`src/rtl/mem_bus_pkg.sv`:
```
// Shared memory-bus definitions: op encodings, port-owner encoding, request bundle.
package mem_bus_pkg;

   localparam int unsigned ADDR_W = 32;
   localparam int unsigned DATA_W = 32;
   localparam int unsigned OP_W   = 2;

   // Memory access size; OP_NONE means no access this cycle
   typedef enum logic [OP_W-1:0] {
      OP_NONE = 2'b00,
      OP_BYTE = 2'b01,
      OP_HALF = 2'b10,
      OP_WORD = 2'b11
   } mem_op_e;

   // Which master currently owns the memory port
   typedef enum logic {
      OWN_CPU = 1'b0,
      OWN_DMA = 1'b1
   } owner_e;

   // One cycle's worth of memory-port request signals
   typedef struct packed {
      logic [ADDR_W-1:0] addr;
      logic [DATA_W-1:0] wdata;
      logic [OP_W-1:0]   rdop;
      logic [OP_W-1:0]   wrop;
      logic              rdsign;
   } mem_req_t;

   // True when an op field requests an access
   function automatic logic op_active(input logic [OP_W-1:0] op);
      return op != OP_NONE;
   endfunction

   // Counter width for a terminal count of n, never below one bit
   function automatic int unsigned cnt_width(input int unsigned n);
      return (n > 1) ? $clog2(n) : 1;
   endfunction

endpackage

```
`src/rtl/mem_port_arbiter.sv`:
```
// Single memory port shared by the CPU MEM stage and a DMA engine.
// The CPU owns the port by default; the DMA takes it when the CPU is idle or
// after STARVE_LIMIT denied cycles, and gives it back after BURST_MAX beats
// or when it stops requesting. Only the owner decision is registered; grant,
// hold and the memory-side signals are combinational within the cycle.
module mem_port_arbiter
   import mem_bus_pkg::*;
#(
   parameter int unsigned STARVE_LIMIT = 4,
   parameter int unsigned BURST_MAX    = 8
) (
   input  logic              clk,
   input  logic              reset,
   // CPU MEM-stage side
   input  logic [ADDR_W-1:0] cpu_addr,
   input  logic [DATA_W-1:0] cpu_wdata,
   input  logic [OP_W-1:0]   cpu_rdop,
   input  logic [OP_W-1:0]   cpu_wrop,
   input  logic              cpu_rdsign,
   output logic              cpu_hold,
   output logic [DATA_W-1:0] cpu_rdata,
   // DMA side
   input  logic              dma_req,
   input  logic              dma_we,
   input  logic [ADDR_W-1:0] dma_addr,
   input  logic [DATA_W-1:0] dma_wdata,
   output logic              dma_gnt,
   output logic [DATA_W-1:0] dma_rdata,
   // Memory side
   output logic [ADDR_W-1:0] mem_addr,
   output logic [DATA_W-1:0] mem_wdata,
   output logic [OP_W-1:0]   mem_rdop,
   output logic [OP_W-1:0]   mem_wrop,
   output logic              mem_rdsign,
   input  logic [DATA_W-1:0] mem_rdata
);

   localparam int unsigned STARVE_W = cnt_width(STARVE_LIMIT);
   localparam int unsigned BEAT_W   = cnt_width(BURST_MAX);
   // Terminal counts: the last denied cycle and the last beat of a burst
   localparam logic [STARVE_W-1:0] STARVE_LAST = STARVE_W'((STARVE_LIMIT > 0) ? STARVE_LIMIT - 1 : 0);
   localparam logic [BEAT_W-1:0]   BEAT_LAST   = BEAT_W'((BURST_MAX > 0) ? BURST_MAX - 1 : 0);

   owner_e              owner_q, owner_d;
   logic [STARVE_W-1:0] starve_q, starve_d;
   logic [BEAT_W-1:0]   beat_q, beat_d;

   logic     cpu_act_c;
   mem_req_t cpu_bus_c;
   mem_req_t dma_bus_c;
   mem_req_t mem_bus_c;

   assign cpu_act_c = op_active(cpu_rdop) | op_active(cpu_wrop);

   // Read data is broadcast; each master qualifies it with its own handshake
   assign cpu_rdata = mem_rdata;
   assign dma_rdata = mem_rdata;

   // Owner and counter registers; reset returns the port to the CPU at once
   always_ff @(posedge clk or posedge reset) begin
      if (reset) begin
         owner_q  <= OWN_CPU;
         starve_q <= '0;
         beat_q   <= '0;
      end else begin
         owner_q  <= owner_d;
         starve_q <= starve_d;
         beat_q   <= beat_d;
      end
   end

   // Owner decision: starvation guard on the CPU side, burst limit on the DMA side
   always_comb begin
      owner_d  = owner_q;
      starve_d = starve_q;
      beat_d   = beat_q;
      unique case (owner_q)
         OWN_CPU: begin
            beat_d = '0;
            if (!dma_req) begin
               starve_d = '0;
            end else if (!cpu_act_c || (starve_q >= STARVE_LAST)) begin
               owner_d  = OWN_DMA;
               starve_d = '0;
            end else begin
               starve_d = STARVE_W'(starve_q + 1'b1);
            end
         end
         OWN_DMA: begin
            starve_d = '0;
            if (!dma_req) begin
               owner_d = OWN_CPU;
               beat_d  = '0;
            end else if (beat_q >= BEAT_LAST) begin
               // Last beat of the burst: the CPU gets at least one cycle next
               owner_d = OWN_CPU;
               beat_d  = '0;
            end else begin
               beat_d = BEAT_W'(beat_q + 1'b1);
            end
         end
         default: begin
            owner_d  = OWN_CPU;
            starve_d = '0;
            beat_d   = '0;
         end
      endcase
   end

   // Request bundles for each master as they would appear on the port
   always_comb begin
      cpu_bus_c        = '0;
      cpu_bus_c.addr   = cpu_addr;
      cpu_bus_c.wdata  = cpu_wdata;
      cpu_bus_c.rdop   = cpu_rdop;
      cpu_bus_c.wrop   = cpu_wrop;
      cpu_bus_c.rdsign = cpu_rdsign;

      // DMA moves whole words; ops stay at none unless the beat is live
      dma_bus_c        = '0;
      dma_bus_c.addr   = dma_addr;
      dma_bus_c.wdata  = dma_wdata;
      dma_bus_c.rdsign = 1'b0;
      dma_bus_c.rdop   = OP_NONE;
      dma_bus_c.wrop   = OP_NONE;
      if (dma_req) begin
         dma_bus_c.rdop = dma_we ? OP_NONE : OP_WORD;
         dma_bus_c.wrop = dma_we ? OP_WORD : OP_NONE;
      end
   end

   // Port mux plus grant/hold; a held CPU access never reaches memory
   always_comb begin
      mem_bus_c = cpu_bus_c;
      dma_gnt   = 1'b0;
      cpu_hold  = 1'b0;
      if (owner_q == OWN_DMA) begin
         mem_bus_c = dma_bus_c;
         dma_gnt   = dma_req;
         cpu_hold  = cpu_act_c;
      end
   end

   assign mem_addr   = mem_bus_c.addr;
   assign mem_wdata  = mem_bus_c.wdata;
   assign mem_rdop   = mem_bus_c.rdop;
   assign mem_wrop   = mem_bus_c.wrop;
   assign mem_rdsign = mem_bus_c.rdsign;

endmodule

```
`config.mk`:
```
export PLATFORM = sky130hd
export DESIGN_NAME = mem_port_arbiter
export DESIGN_NICKNAME = d
export VERILOG_FILES = /design/src/rtl/mem_bus_pkg.sv /design/src/rtl/mem_port_arbiter.sv
export SDC_FILE = /design/constraint.sdc
export NUM_CORES = 1
export LEC_CHECK = 0
export BUFFER_PORTS_ARGS = -buffer_cell sky130_fd_sc_hd__buf_4
export CAP_MARGIN = 20
export CORE_AREA = 2 2 117 119
export DETAILED_ROUTE_END_ITERATION = 16
export DIE_AREA = 0 0 119 121
export SYNTH_ARGS = -nofsm -noshare
export SYNTH_HDL_FRONTEND = slang
export SYNTH_SLANG_ARGS = --single-unit
```
`constraint.sdc`:
```
create_clock -name clk -period 2.6 [get_ports clk]
set_input_delay 0.65 -clock clk [delete_from_list [all_inputs] [get_ports clk]]
set_output_delay 0.65 -clock clk [all_outputs]
set_load 0.03 [all_outputs]
```
==> results.md <==
* Status: completed
* Wire length of the first global-routing pass at 9310 um
* Post-CTS Resized at 0
* Total GRT Usage at 0.0817
* Peak VDD IR at 212 uV
* R2r endpoint: beat_q[2]
* Power per cell area at 375 nW/um2
* Flop2flop setup slack at 1.20 ns
* Rows at 42
* Initial Util at 0.124
* Final Cell Area at 2970 um2
* Routed via count at 1679
* Synth Instances at 168
* Reg2Reg Depth at 2
* CP arrival at 1.75 ns
* Fillers at 1393
* DR WL met2 at 3270 um
* Lkg Pwr at 1.47 nW
* Hold buffers post-CTS at 0
* ANT nets after route at 0
* Fmax at 416 MHz
* Vias in the first global route at 1760
* H-tree levels at 1
* Startpoint Class: register
* Cells after DPL at 482
* # IOs at 304
* Avg Synthesized Cell Area at 9.64 um2
* Full die area at 14400 um2
* Wirelength per Cell at 13.0 um
* Nature of the critical path endpoint: output port
* Minimum clock period at 2.40 ns
* CTS clk-pin slew, worst paths at 0.04 ns
* Sequential-to-total area share from yosys stat at 0.0927
* Clk buf depth at 2
* Final hold vios at 0
* Antenna cells at 0
* R2r startpoint: owner_q
* CTS tree: built
* Met1 WL at 2270 um
* Final net count at 483
* Post-synth design cell area at 1620 um2
* Crit Path Category: reg2out
* Fin crit share at 0.924
* Area used by multi-input combinational logic at 910 um2
* Final WL at 6330 um
* Sequential cell area at 151 um2
* Share of cells above drive strength 1 at 0.913
* Final hold slack at 0.349 ns
* Commonest cells after routing, fill and taps aside: 209 x buf_4, 64 x mux2_2, 5 x inv_1, 5 x dfrtp_1
* Post-CTS setup buffer count at 0
* Post-route insts no fill at 486
* Max Cap Viol at 0
* Dominant cell type by area after synthesis: mux2_2
* Yosys top cell area share at 0.445
* Dpl hpwl at 5520 um
* Port Buf Inserts at 207
* Final setup viols at 0
* Placed cell area at 2890 um2
* Slew headroom at 0.670
* DRC viols at 0
* Initial antenna violation count at 0
* CTS Root Cell: clkbuf_16
* Most common cell after layout, fill and taps aside: buf_4
* Grt ovf at 0
* Largest net degree at the start of global routing at 32
* Highest Signal Layer: met4
* Synth Warn # at 0
* Core area at 13100 um2
* Worst EP required at 1.95 ns
* Layout area overhead at 83.2%
* DR vias/cell at 3.45
* Final Slew Violations at 0
* Met3 wire len at 672 um
* Measured slew at the worst slew-check pin at 0.494 ns
* Hold WC Path Type: in2async
* Die Ht at 121 um
* Later-pin clock latency in the skew report at 0.23 ns
* Die width at 119 um
* Clk sinks at 6
* Unrepaired setup endpoints after global routing: no
* CTS Buf Count at 3
* Synth Net Count at 340
* Synth unique cells at 22
* Top post-synthesis cells by area: mux2_2 44%, buf_4 32%, dfrtp_1 9.3%, ha_1 2.3%, nor4_4 1.3%
* Clock skew at 0.00215 ns
* Setup total negative slack at 0 ns
* DRT iter0 DRCs at 17
* Tot Pwr at 0.00111 W
* First-pass DRT Iterations at 4
* Post-synthesis register bit count at 6
* Routability congestion estimate at 0.725
* Critical Path Fanout Max at 23
==> Yosys cell counts, drive strengths merged <==
| library cell | n |
|---|---|
| inv | 5 |
| mux2 | 64 |
| nand3 | 2 |
| o221a | 1 |
| ha | 3 |
| nor2b | 1 |
| nor3 | 1 |
| nand2 | 1 |
| or2 | 1 |
| o2bb2ai | 2 |
| nor4b | 1 |
| buf | 72 |
| nor2 | 1 |
| nor4bb | 2 |
| and3 | 1 |
| a31oi | 1 |
| o21ai | 2 |
| nor4 | 1 |
| dfrtp | 6 |
==> area by class of cell <==
| cell class | count | share of cell area |
|---|---|---|
| flip-flops and latches | 6 | 0.0510 |
| clock buffers | 4 | 0.0266 |
| well taps | 176 | 0.0742 |
| inverters | 5 | 0.00632 |
| repair buffers | 210 | 0.535 |
| multi-input cells | 85 | 0.306 |
==> stage by stage <==
| stage | setup WS (ns) | util |
|---|---|---|
| global route | 0.109 | 0.227 |
| finish | 0.198 | 0.227 |
| CTS | 0.167 | 0.227 |
| detailed placement | 0.414 | 0.221 |
| floorplan | 0.600 | - |
| global placement | 0.466 | 0.221 |
==> logic make-up (layout without fill, tap and decap cells) <==
family | after synthesis | after routing | synth area share
compound gates | 6 | 6 | 0.0278
fa+ha+maj | 3 | 3 | 0.0232
buf+inv | 77 | 219 | 0.346
flops | 6 | 6 | 0.0927
mux | 64 | 64 | 0.445
simple gates | 12 | 12 | 0.0656
==> critical path, stage by stage, from the launching register on <==
cell     delay, ns
dfrtp_2       0.67
buf_4         0.31
mux2_2        0.37
buf_4         0.17
==> routing by layer <==
metal  vias to the layer above  track usage
met3                        10       0.0334
met4                         0       0.0260
met1                       750       0.0921
met2                       117        0.140
met5                         -            0
li1                        802            -
==> how the worst max path moves through the flow <==
stage / slack, ns / end / from / depth (start not counted)
finish: 0.20 / mem_wdata[23] / owner_q / 3
global route: 0.11 / mem_wdata[23] / owner_q / 3
CTS: 0.17 / mem_wdata[23] / owner_q / 3
detailed placement: 0.41 / mem_wdata[23] / owner_q / 3
global placement: 0.47 / mem_addr[20] / owner_q / 3
floorplan: 0.60 / mem_wrop[0] / owner_q / 3
==> report_power, final <==
group | internal (W) | switching (W)
combinational | 0.000377 | 0.000358
sequential | 0.000101 | 0.0000152
clock | 0.000204 | 0.0000559
==> state kept, by name, indices dropped and copies added (netlist names) <==
register	flops
beat_q	3
starve_q	2
owner_q	1
Note: power is estimated with default switching activity, not from simulation.
